[config.mk]
export PLATFORM = sky130hd
export DESIGN_NAME = multicycle_ctrl_flat
export DESIGN_NICKNAME = d
export VERILOG_FILES = /design/src/rtl/multicycle_ctrl_if.sv /design/src/rtl/multicycle_ctrl.sv /design/src/flat_wrapper.sv
export SDC_FILE = /design/constraint.sdc
export NUM_CORES = 1
export LEC_CHECK = 0
export CORE_MARGIN = 10
export CORE_UTILIZATION = 50
export CTS_BUF_LIST = sky130_fd_sc_hd__clkbuf_4 sky130_fd_sc_hd__clkbuf_8 sky130_fd_sc_hd__clkbuf_16
export DETAILED_ROUTE_END_ITERATION = 8
export GPL_TIMING_DRIVEN = 0
export PLACE_DENSITY = 0.91
export SLEW_MARGIN = 20
export SYNTH_ARGS = -nofsm -noshare
export SYNTH_HDL_FRONTEND = slang
export SYNTH_SLANG_ARGS = --single-unit
[constraint.sdc]
create_clock -name clk -period 5.35 [get_ports clk]
set_clock_uncertainty 0.15 [all_clocks]
set_input_delay 1.3375 -clock clk [delete_from_list [all_inputs] [get_ports clk]]
set_output_delay 1.3375 -clock clk [all_outputs]
set_load 0.02 [all_outputs]
[src/rtl/multicycle_ctrl_if.sv]
// Control/handshake bundle between the multi-cycle sequencer and the RV32I datapath.
// master = sequencer side, slave = datapath/memory side.
interface multicycle_ctrl_if;
    logic [6:0] opcode;
    logic       zero;
    logic       mem_ready;
    logic       PCWr;
    logic       IRWr;
    logic       IorD;
    logic       MemRead;
    logic       MemWr;
    logic       MemtoReg;
    logic       RegWr;
    logic       ALUSrcA;
    logic [1:0] ALUSrcB;
    logic [1:0] ALUOp;
    logic       PCSrc;

    modport master (
        input  opcode, zero, mem_ready,
        output PCWr, IRWr, IorD, MemRead, MemWr, MemtoReg, RegWr,
               ALUSrcA, ALUSrcB, ALUOp, PCSrc
    );

    modport slave (
        output opcode, zero, mem_ready,
        input  PCWr, IRWr, IorD, MemRead, MemWr, MemtoReg, RegWr,
               ALUSrcA, ALUSrcB, ALUOp, PCSrc
    );
endinterface

[src/rtl/multicycle_ctrl.sv]
// Multi-cycle RV32I sequencer: fetch/decode/execute/memory/writeback over a shared memory port.
// Build option ILLEGAL_TRAP_EN: unknown opcodes trap (sticky illegal) instead of retiring as NOP.
module multicycle_ctrl #(
    parameter int unsigned CNT_W = 32
) (
    input  logic             clk,
    input  logic             n_rst,
    multicycle_ctrl_if.master bus,
    output logic             retire,
    output logic [CNT_W-1:0] instret,
    output logic             illegal
);
    localparam logic [6:0] OP_LOAD  = 7'b0000011;
    localparam logic [6:0] OP_STORE = 7'b0100011;
    localparam logic [6:0] OP_RTYPE = 7'b0110011;
    localparam logic [6:0] OP_ITYPE = 7'b0010011;
    localparam logic [6:0] OP_BEQ   = 7'b1100011;

    typedef enum logic [3:0] {
        S_FETCH, S_DECODE, S_MEMADR, S_MEM_RD, S_WB_MEM, S_MEM_WR,
        S_EXEC_R, S_EXEC_I, S_WB_ALU, S_BRANCH, S_TRAP
    } state_e;

    state_e state_q, state_d;

    // State register; reset lands in FETCH so the fetch read request is up during reset.
    always_ff @(posedge clk or negedge n_rst) begin
        if (!n_rst) state_q <= S_FETCH;
        else        state_q <= state_d;
    end

    // Next state and state-decoded datapath controls.
    always_comb begin
        state_d      = state_q;
        bus.PCWr     = 1'b0;
        bus.IRWr     = 1'b0;
        bus.IorD     = 1'b0;
        bus.MemRead  = 1'b0;
        bus.MemWr    = 1'b0;
        bus.MemtoReg = 1'b0;
        bus.RegWr    = 1'b0;
        bus.ALUSrcA  = 1'b0;
        bus.ALUSrcB  = 2'b00;
        bus.ALUOp    = 2'b00;
        bus.PCSrc    = 1'b0;
        retire       = 1'b0;
        case (state_q)
            S_FETCH: begin
                bus.MemRead = 1'b1;
                bus.ALUSrcB = 2'b01;
                if (bus.mem_ready) begin
                    bus.PCWr = 1'b1;
                    bus.IRWr = 1'b1;
                    state_d  = S_DECODE;
                end
            end
            S_DECODE: begin
                bus.ALUSrcB = 2'b10;
                case (bus.opcode)
                    OP_LOAD, OP_STORE: state_d = S_MEMADR;
                    OP_RTYPE:          state_d = S_EXEC_R;
                    OP_ITYPE:          state_d = S_EXEC_I;
                    OP_BEQ:            state_d = S_BRANCH;
                    default: begin
`ifdef ILLEGAL_TRAP_EN
                        state_d = S_TRAP;
`else
                        retire  = 1'b1;
                        state_d = S_FETCH;
`endif
                    end
                endcase
            end
            S_MEMADR: begin
                bus.ALUSrcA = 1'b1;
                bus.ALUSrcB = 2'b10;
                state_d     = (bus.opcode == OP_LOAD) ? S_MEM_RD : S_MEM_WR;
            end
            S_MEM_RD: begin
                bus.IorD    = 1'b1;
                bus.MemRead = 1'b1;
                if (bus.mem_ready) state_d = S_WB_MEM;
            end
            S_WB_MEM: begin
                bus.RegWr    = 1'b1;
                bus.MemtoReg = 1'b1;
                retire       = 1'b1;
                state_d      = S_FETCH;
            end
            S_MEM_WR: begin
                bus.IorD  = 1'b1;
                bus.MemWr = 1'b1;
                if (bus.mem_ready) begin
                    retire  = 1'b1;
                    state_d = S_FETCH;
                end
            end
            S_EXEC_R: begin
                bus.ALUSrcA = 1'b1;
                bus.ALUOp   = 2'b10;
                state_d     = S_WB_ALU;
            end
            S_EXEC_I: begin
                bus.ALUSrcA = 1'b1;
                bus.ALUSrcB = 2'b10;
                bus.ALUOp   = 2'b10;
                state_d     = S_WB_ALU;
            end
            S_WB_ALU: begin
                bus.RegWr = 1'b1;
                retire    = 1'b1;
                state_d   = S_FETCH;
            end
            S_BRANCH: begin
                bus.ALUSrcA = 1'b1;
                bus.ALUOp   = 2'b01;
                bus.PCSrc   = 1'b1;
                bus.PCWr    = bus.zero;
                retire      = 1'b1;
                state_d     = S_FETCH;
            end
`ifdef ILLEGAL_TRAP_EN
            S_TRAP: state_d = S_TRAP;
`endif
            default: state_d = S_FETCH;
        endcase
    end

    // Retired-instruction counter, wraps naturally at CNT_W bits.
    always_ff @(posedge clk or negedge n_rst) begin
        if (!n_rst)      instret <= '0;
        else if (retire) instret <= instret + CNT_W'(1);
    end

`ifdef ILLEGAL_TRAP_EN
    // Sticky flag, set on the DECODE->TRAP transition and cleared only by reset.
    always_ff @(posedge clk or negedge n_rst) begin
        if (!n_rst)                                         illegal <= 1'b0;
        else if (state_q == S_DECODE && state_d == S_TRAP)  illegal <= 1'b1;
    end
`else
    assign illegal = 1'b0;
`endif
endmodule

[src/flat_wrapper.sv]
// flat-port wrapper written by rule: the top's interface ports become plain ports
module multicycle_ctrl_flat 
#(
    parameter int unsigned CNT_W = 32
)
  (clk, n_rst, retire, instret, illegal, bus_opcode, bus_zero, bus_mem_ready, bus_PCWr, bus_IRWr, bus_IorD, bus_MemRead, bus_MemWr, bus_MemtoReg, bus_RegWr, bus_ALUSrcA, bus_ALUSrcB, bus_ALUOp, bus_PCSrc);
  multicycle_ctrl_if bus_i ();
  input  logic clk;
  input  logic n_rst;
  output logic retire;
  output logic [CNT_W-1:0] instret;
  output logic illegal;
  input wire logic [$bits(bus_i.opcode)-1:0] bus_opcode;
  input wire logic [$bits(bus_i.zero)-1:0] bus_zero;
  input wire logic [$bits(bus_i.mem_ready)-1:0] bus_mem_ready;
  output wire logic [$bits(bus_i.PCWr)-1:0] bus_PCWr;
  output wire logic [$bits(bus_i.IRWr)-1:0] bus_IRWr;
  output wire logic [$bits(bus_i.IorD)-1:0] bus_IorD;
  output wire logic [$bits(bus_i.MemRead)-1:0] bus_MemRead;
  output wire logic [$bits(bus_i.MemWr)-1:0] bus_MemWr;
  output wire logic [$bits(bus_i.MemtoReg)-1:0] bus_MemtoReg;
  output wire logic [$bits(bus_i.RegWr)-1:0] bus_RegWr;
  output wire logic [$bits(bus_i.ALUSrcA)-1:0] bus_ALUSrcA;
  output wire logic [$bits(bus_i.ALUSrcB)-1:0] bus_ALUSrcB;
  output wire logic [$bits(bus_i.ALUOp)-1:0] bus_ALUOp;
  output wire logic [$bits(bus_i.PCSrc)-1:0] bus_PCSrc;
  assign bus_i.opcode = bus_opcode;
  assign bus_i.zero = bus_zero;
  assign bus_i.mem_ready = bus_mem_ready;
  assign bus_PCWr = bus_i.PCWr;
  assign bus_IRWr = bus_i.IRWr;
  assign bus_IorD = bus_i.IorD;
  assign bus_MemRead = bus_i.MemRead;
  assign bus_MemWr = bus_i.MemWr;
  assign bus_MemtoReg = bus_i.MemtoReg;
  assign bus_RegWr = bus_i.RegWr;
  assign bus_ALUSrcA = bus_i.ALUSrcA;
  assign bus_ALUSrcB = bus_i.ALUSrcB;
  assign bus_ALUOp = bus_i.ALUOp;
  assign bus_PCSrc = bus_i.PCSrc;
  multicycle_ctrl #(.CNT_W(CNT_W)) u_core (.clk(clk), .n_rst(n_rst), .bus(bus_i), .retire(retire), .instret(instret), .illegal(illegal));
endmodule
==> impl_metrics.ini, run 1 <==
[drt]
detailedRoute.firstIterationViolations = 127
via_per_inst = 5.587
dr.pass1.iters = 4
ant_nets = 0
via_count = 1799
drc = 0
routed_wl_microns = 5286
routedWlPerCell_microns = 16.42

[worst_setup_path]
endpoint_kind = output port
crit_path_start_kind = primary input
rr_worst_depth = 7
setup.worst_path.class = primary input to output port
critical_path_data_required_time_ps = 3860
critPathArrivalTime_ps = 3650
crit_fanout = 10

[global_route]
global_route_wire_length_before_repair_microns = 8838
grt_util_all_layers_pct = 15.20
grt_antenna_before_repair = 0
first_global_vias = 1752
grt_max_degree = 24
grt-ovfl-total = 0

[timing]
setup_total_negative_slack_ps = 0
timing.final.crit_period_ps = 5137
maximum_frequency_from_static_timing_analysis_ghz = 0.1947
fin_worst_hold_slack_ps = 326.8
setup_viol = 0
rsz0062_at_grt = false
finalHoldViolCount = 0
final.period_utilization_pct = 96.01
slew_violations = 0

[synth]
synth.cell_area_sq_mm = 0.002014
synth-edff-count = 0
synth_top_area_cell = dfrtp_1
synth.yosys.seq_area_share_pct = 44.72
ys_top_cells_by_area = dfrtp_1 (45%), xnor2_1 (14%), nand3_1 (4.0%)
gate_count_after_technology_mapping = 207
ys_seq_elements = 36
ys_warn_count = 0
syn-num-nets = 219
postSynth.topFlopCell = dfrtp_1
post_synth_num_cell_types = 45
synth_largest_type_area_fraction_pct = 44.72
postSynthAreaPerCell_sq_um = 9.732
async_reset_ff_share_pct = 100.0

[floorplanning]
core_area_sq_mm = 0.003943
ios = 58
floorplan.initialDensity_pct = 51.09
die_width_microns = 83.48
std_cell_rows = 23
die_area_sq_mm = 0.006968
floorplan.die.height_microns = 83.48

[run_status]
status = complete, no violations

[flow_run]
cap_violations = 0

[power]
cellLeakagePower_nw = 1.106
pwr_density_cell_mw_per_mm2 = 259.1
worst_ir_drop_vdd_mv = 0.2354

[placement]
dp_hpwl_microns = 4035
gp_routability_congestion = 0.8977
dpl-instance-area_sq_mm = 0.002660
dp.cells = 314
buffer_ports.inserted = 56

[finish]
antennaDiodeCount = 0
fillCellCount = 306
fin_cells = 322
design.final.nets = 283
mostFrequentLayoutCells = clkdlybuf4s50_1 (55), dfrtp_1 (36), xnor2_1 (32)
mostFrequentLayoutCell = clkdlybuf4s50_1
final_layout_size_suffix_gt1_share_pct = 8.088
signed_area_change_from_the_synthesized_netlist_to_the_final_layout_pct = 36.89
final_cell_area_sq_mm = 0.002758

[clock_network]
tritoncts = built
cts_num_sinks = 36
clock_tree_buf_depth = 2
path_clk_slew_ps = 60
post_cts_setup_buffer_count = 0
cts_root_buf = clkbuf_8
hold_buffers = 0
h-tree-depth = 2
cts-resized-gates = 0
cts_inserted_buffers = 5
clock_latency_ps = 290

[min_path]
hp-class = flop to flop
min_delay_path_depth = 1
==> flip-flops by register name, indices dropped and copies added (netlist names) <==
name and flops:
u_core.state_q 4, u_core.instret 32
==> worst paths after layout <==
path | startpoint | endpoint | slack (ps)
worst max-delay path | bus_opcode[3] | retire | 210
worst min-delay path | u_core.instret[31]$_DFFE_PN0P_ | u_core.instret[31]$_DFFE_PN0P_ | 330
worst max register to register | u_core.state_q[0]$_DFFE_PN0P_ | u_core.instret[29]$_DFFE_PN0P_ | 3120
worst min register to register | u_core.instret[31]$_DFFE_PN0P_ | u_core.instret[31]$_DFFE_PN0P_ | 330
max in group asynchronous | n_rst | u_core.instret[3]$_DFFE_PN0P_ | 3830
min in group asynchronous | n_rst | u_core.instret[9]$_DFFE_PN0P_ | 790
==> metrics by stage <==
step	power, mW	utilization (%)	setup WS (ps)
2_1_floorplan	0.4242	-	1548
3_3_place_gp	0.5120	66.90	256.8
3_5_place_dp	0.5165	67.47	230.9
4_1_cts	0.7207	69.95	220.5
5_1_grt	0.7502	69.95	108.9
6_report	0.7144	69.95	213.5
==> cells in the mapped netlist, types with 2 or more instances <==
library cell / instances
and4_1: 2
buf_1: 2
nor2_1: 13
inv_1: 5
nand2_1: 15
nor4_1: 3
buf_4: 3
nand2b_1: 6
nand3_1: 16
nor3_1: 5
and3_1: 12
buf_6: 2
and2_1: 3
clkbuf_1: 3
o21ai_0: 3
dfrtp_1: 36
nand4_1: 12
o32ai_1: 2
nor2b_1: 3
a21oi_1: 5
xnor2_1: 32
==> per-layer routing <==
layer	global-route usage [%]	share of wire [%]
met4	6.545	2.2
met2	25.49	51
met1	17.21	40
met3	4.980	6.4
met5	0	0
==> worst max-delay path, stage by stage <==
cell             delay [ps]
clkdlybuf4s50_1         460
nand4bb_1               110
clkbuf_1                260
a21oi_1                 150
o22ai_2                 430
buf_4                   280
clkdlybuf4s50_1         630
==> power by group <==
part           switching, mW  internal, mW
registers             0.0257         0.296
clock network         0.0890         0.115
logic                 0.0997        0.0896
total                  0.214         0.500
==> cell families after synthesis <==
| kind of cell | Yosys count | share of synthesized area [%] |
|---|---|---|
| mux | 1 | 0.5590 |
| other cells | 1 | 0.1862 |
| fa+ha+maj | 1 | 0.6210 |
| compound gates | 21 | 8.138 |
| buf+inv | 16 | 4.348 |
| simple gates | 98 | 27.08 |
| flops | 36 | 44.72 |
| xor+xnor | 33 | 14.35 |
==> final cells by class <==
type                            count  area (sq um)  share of cell area (%)
Clock buffer                        8         97.59                   3.539
Timing Repair Buffer               57         583.1                   21.14
Buffer                             11         68.82                   2.495
Multi-Input combinational cell    155          1026                   37.21
Sequential cell                    36         900.9                   32.67
Inverter                            5         18.77                  0.6806
Tap cell                           50         62.56                   2.269
Note: power is estimated with default switching activity, not from simulation.
==> inputs of run 2 (changes only) <==
--- a/config.mk
+++ b/config.mk
@@ -6,12 +6,11 @@
 export NUM_CORES = 1
 export LEC_CHECK = 0
 export CORE_MARGIN = 10
-export CORE_UTILIZATION = 50
+export CORE_UTILIZATION = 35
 export CTS_BUF_LIST = sky130_fd_sc_hd__clkbuf_4 sky130_fd_sc_hd__clkbuf_8 sky130_fd_sc_hd__clkbuf_16
 export DETAILED_ROUTE_END_ITERATION = 8
 export GPL_TIMING_DRIVEN = 0
-export PLACE_DENSITY = 0.91
-export SLEW_MARGIN = 20
+export PLACE_DENSITY = 0.7
 export SYNTH_ARGS = -nofsm -noshare
 export SYNTH_HDL_FRONTEND = slang
 export SYNTH_SLANG_ARGS = --single-unit
==> run 2 against run 1 <==
Effect of this change:
- clock power up 3%
- sequential share of layout area about the same
- sequential cell count unchanged
- register-to-register slack about the same
- critical path depth unchanged
- clock-buffer cell count down 1
- worst setup slack worse by 15 ps
- non-clock buffer count down 1
- cell count up 6.2%
- die area up 32%
- first-iteration DRC count down 14%
- highest routed layer unchanged
==> impl_metrics.ini, run 2 (same netlist as run 1, synthesis figures left out) <==
[timing]
maximum_frequency_from_static_timing_analysis_ghz = 0.1941
rsz0062_at_grt = false
worst_slew_pin_slew_ps = 804.3
max-slew-margin-rel_pct = 46.38
fin_worst_hold_slack_ps = 320.7
setup_viol = 0
setup_total_negative_slack_ps = 0
slew_violations = 0
final.period_utilization_pct = 96.30
timing.final.crit_period_ps = 5152
finalHoldViolCount = 0

[placement]
dpl-instance-area_sq_mm = 0.002660
gp_routability_congestion = 0.8159
dp_hpwl_microns = 3962
buffer_ports.inserted = 56

[clock_network]
tritoncts = built
clock_tree_buf_depth = 2
post_cts_setup_buffer_count = 0
cts_root_buf = clkbuf_8
clock_latency_ps = 290
h-tree-depth = 2
cts_inserted_buffers = 5
cts-resized-gates = 0
cts_num_sinks = 36
hold_buffers = 0
path_clk_slew_ps = 70

[floorplanning]
std_cell_rows = 27
die_area_sq_mm = 0.009190
ios = 58
core_area_sq_mm = 0.005540
floorplan.die.height_microns = 95.87
floorplan.initialDensity_pct = 36.36
die_width_microns = 95.87

[drt]
via_per_inst = 5.155
dr.pass1.iters = 4
routedWlPerCell_microns = 15.28
ant_nets = 0
via_count = 1763
detailedRoute.firstIterationViolations = 109
routed_wl_microns = 5225
drc = 0

[min_path]
worstHoldStart = u_core.instret[31]$_DFFE_PN0P_
hp-class = flop to flop
min_delay_path_depth = 1

[power]
power_uw = 719.7
worst_ir_drop_vdd_mv = 0.2764
pwr_density_cell_mw_per_mm2 = 261.1
cellLeakagePower_nw = 1.091

[finish]
final_cell_area_sq_mm = 0.002756
antennaDiodeCount = 0
design.final.nets = 282
mostFrequentLayoutCell = clkdlybuf4s50_1
signed_area_change_from_the_synthesized_netlist_to_the_final_layout_pct = 36.83
mostFrequentLayoutCells = clkdlybuf4s50_1 (55), dfrtp_1 (36), xnor2_1 (32)
layout_top_registers = u_core.instret: 32 flops, u_core.state_q: 4 flops
final_layout_size_suffix_gt1_share_pct = 7.407
number_of_flip_flops_under_the_largest_register_name = 32
largest_register = u_core.instret

[worst_setup_path]
crit_fanout = 10
regToRegStartpoint = u_core.state_q[0]$_DFFE_PN0P_
critPathArrivalTime_ps = 3660
critical_path_data_required_time_ps = 3860
critical_path.endpoint = retire
endpoint_kind = output port
crit_path_start_kind = primary input
critical_path.reg2reg.endpoint = u_core.instret[27]$_DFFE_PN0P_
setup.worst_path.class = primary input to output port
timing.critical_path.from = bus_opcode[3]
rr_worst_depth = 7
r2r_slack_ps = 3110

[global_route]
grt_util_all_layers_pct = 11.69
first_global_vias = 1746
grt-ovfl-total = 0
grt_antenna_before_repair = 0
grt_max_degree = 37
global_route_wire_length_before_repair_microns = 8528

[flow_run]
cap_violations = 0

[run_status]
status = complete, no violations
run 2: worst min path at each step:
stage / to
floorplan: u_core.state_q[0]$_DFFE_PN0P_
global placement: u_core.instret[31]$_DFFE_PN0P_
detailed placement: u_core.instret[31]$_DFFE_PN0P_
CTS: u_core.instret[31]$_DFFE_PN0P_
global route: u_core.instret[31]$_DFFE_PN0P_
finish: u_core.instret[31]$_DFFE_PN0P_
run 2: power breakdown:
part | switching (mW) | leakage, nW | internal [mW]
Clock | 0.0958 | 0.0503 | 0.115
Sequential | 0.0257 | 0.492 | 0.295
Combinational | 0.101 | 0.549 | 0.0875
run 2: layer usage:
layer	part of all wire [%]	up-vias	GRT usage (%)
met4	1.3	0	4.423
met5	0	-	0
met1	45	860	14.78
li1	-	851	-
met3	7.6	7	3.813
met2	46	45	18.17
run 2: worst max-delay path, stage by stage:
cell and delay, ps:
clkdlybuf4s50_1 450, nand4bb_1 110, clkbuf_1 250, a21oi_1 160, o22ai_2 440, buf_4 280
clkdlybuf4s50_1 630
run 2: final cells by class:
class | count | area, sq um
Fill cell | 551 | 2784
Sequential cell | 36 | 900.9
Buffer | 11 | 68.82
Timing Repair Buffer | 56 | 555.5
Tap cell | 72 | 90.09
Multi-Input combinational cell | 155 | 1026
Inverter | 5 | 18.77
Clock buffer | 7 | 96.34
run 2: metrics by stage:
step / setup WS (ps) / std cells / utilization [%]
finish: 198.0 / 342 / 49.75
global route: 80.82 / 342 / 49.75
CTS: 183.6 / 342 / 49.75
detailed placement: 196.4 / 335 / 48.01
global placement: 219.2 / 335 / 48.10
floorplan: 1548 / 207 / -
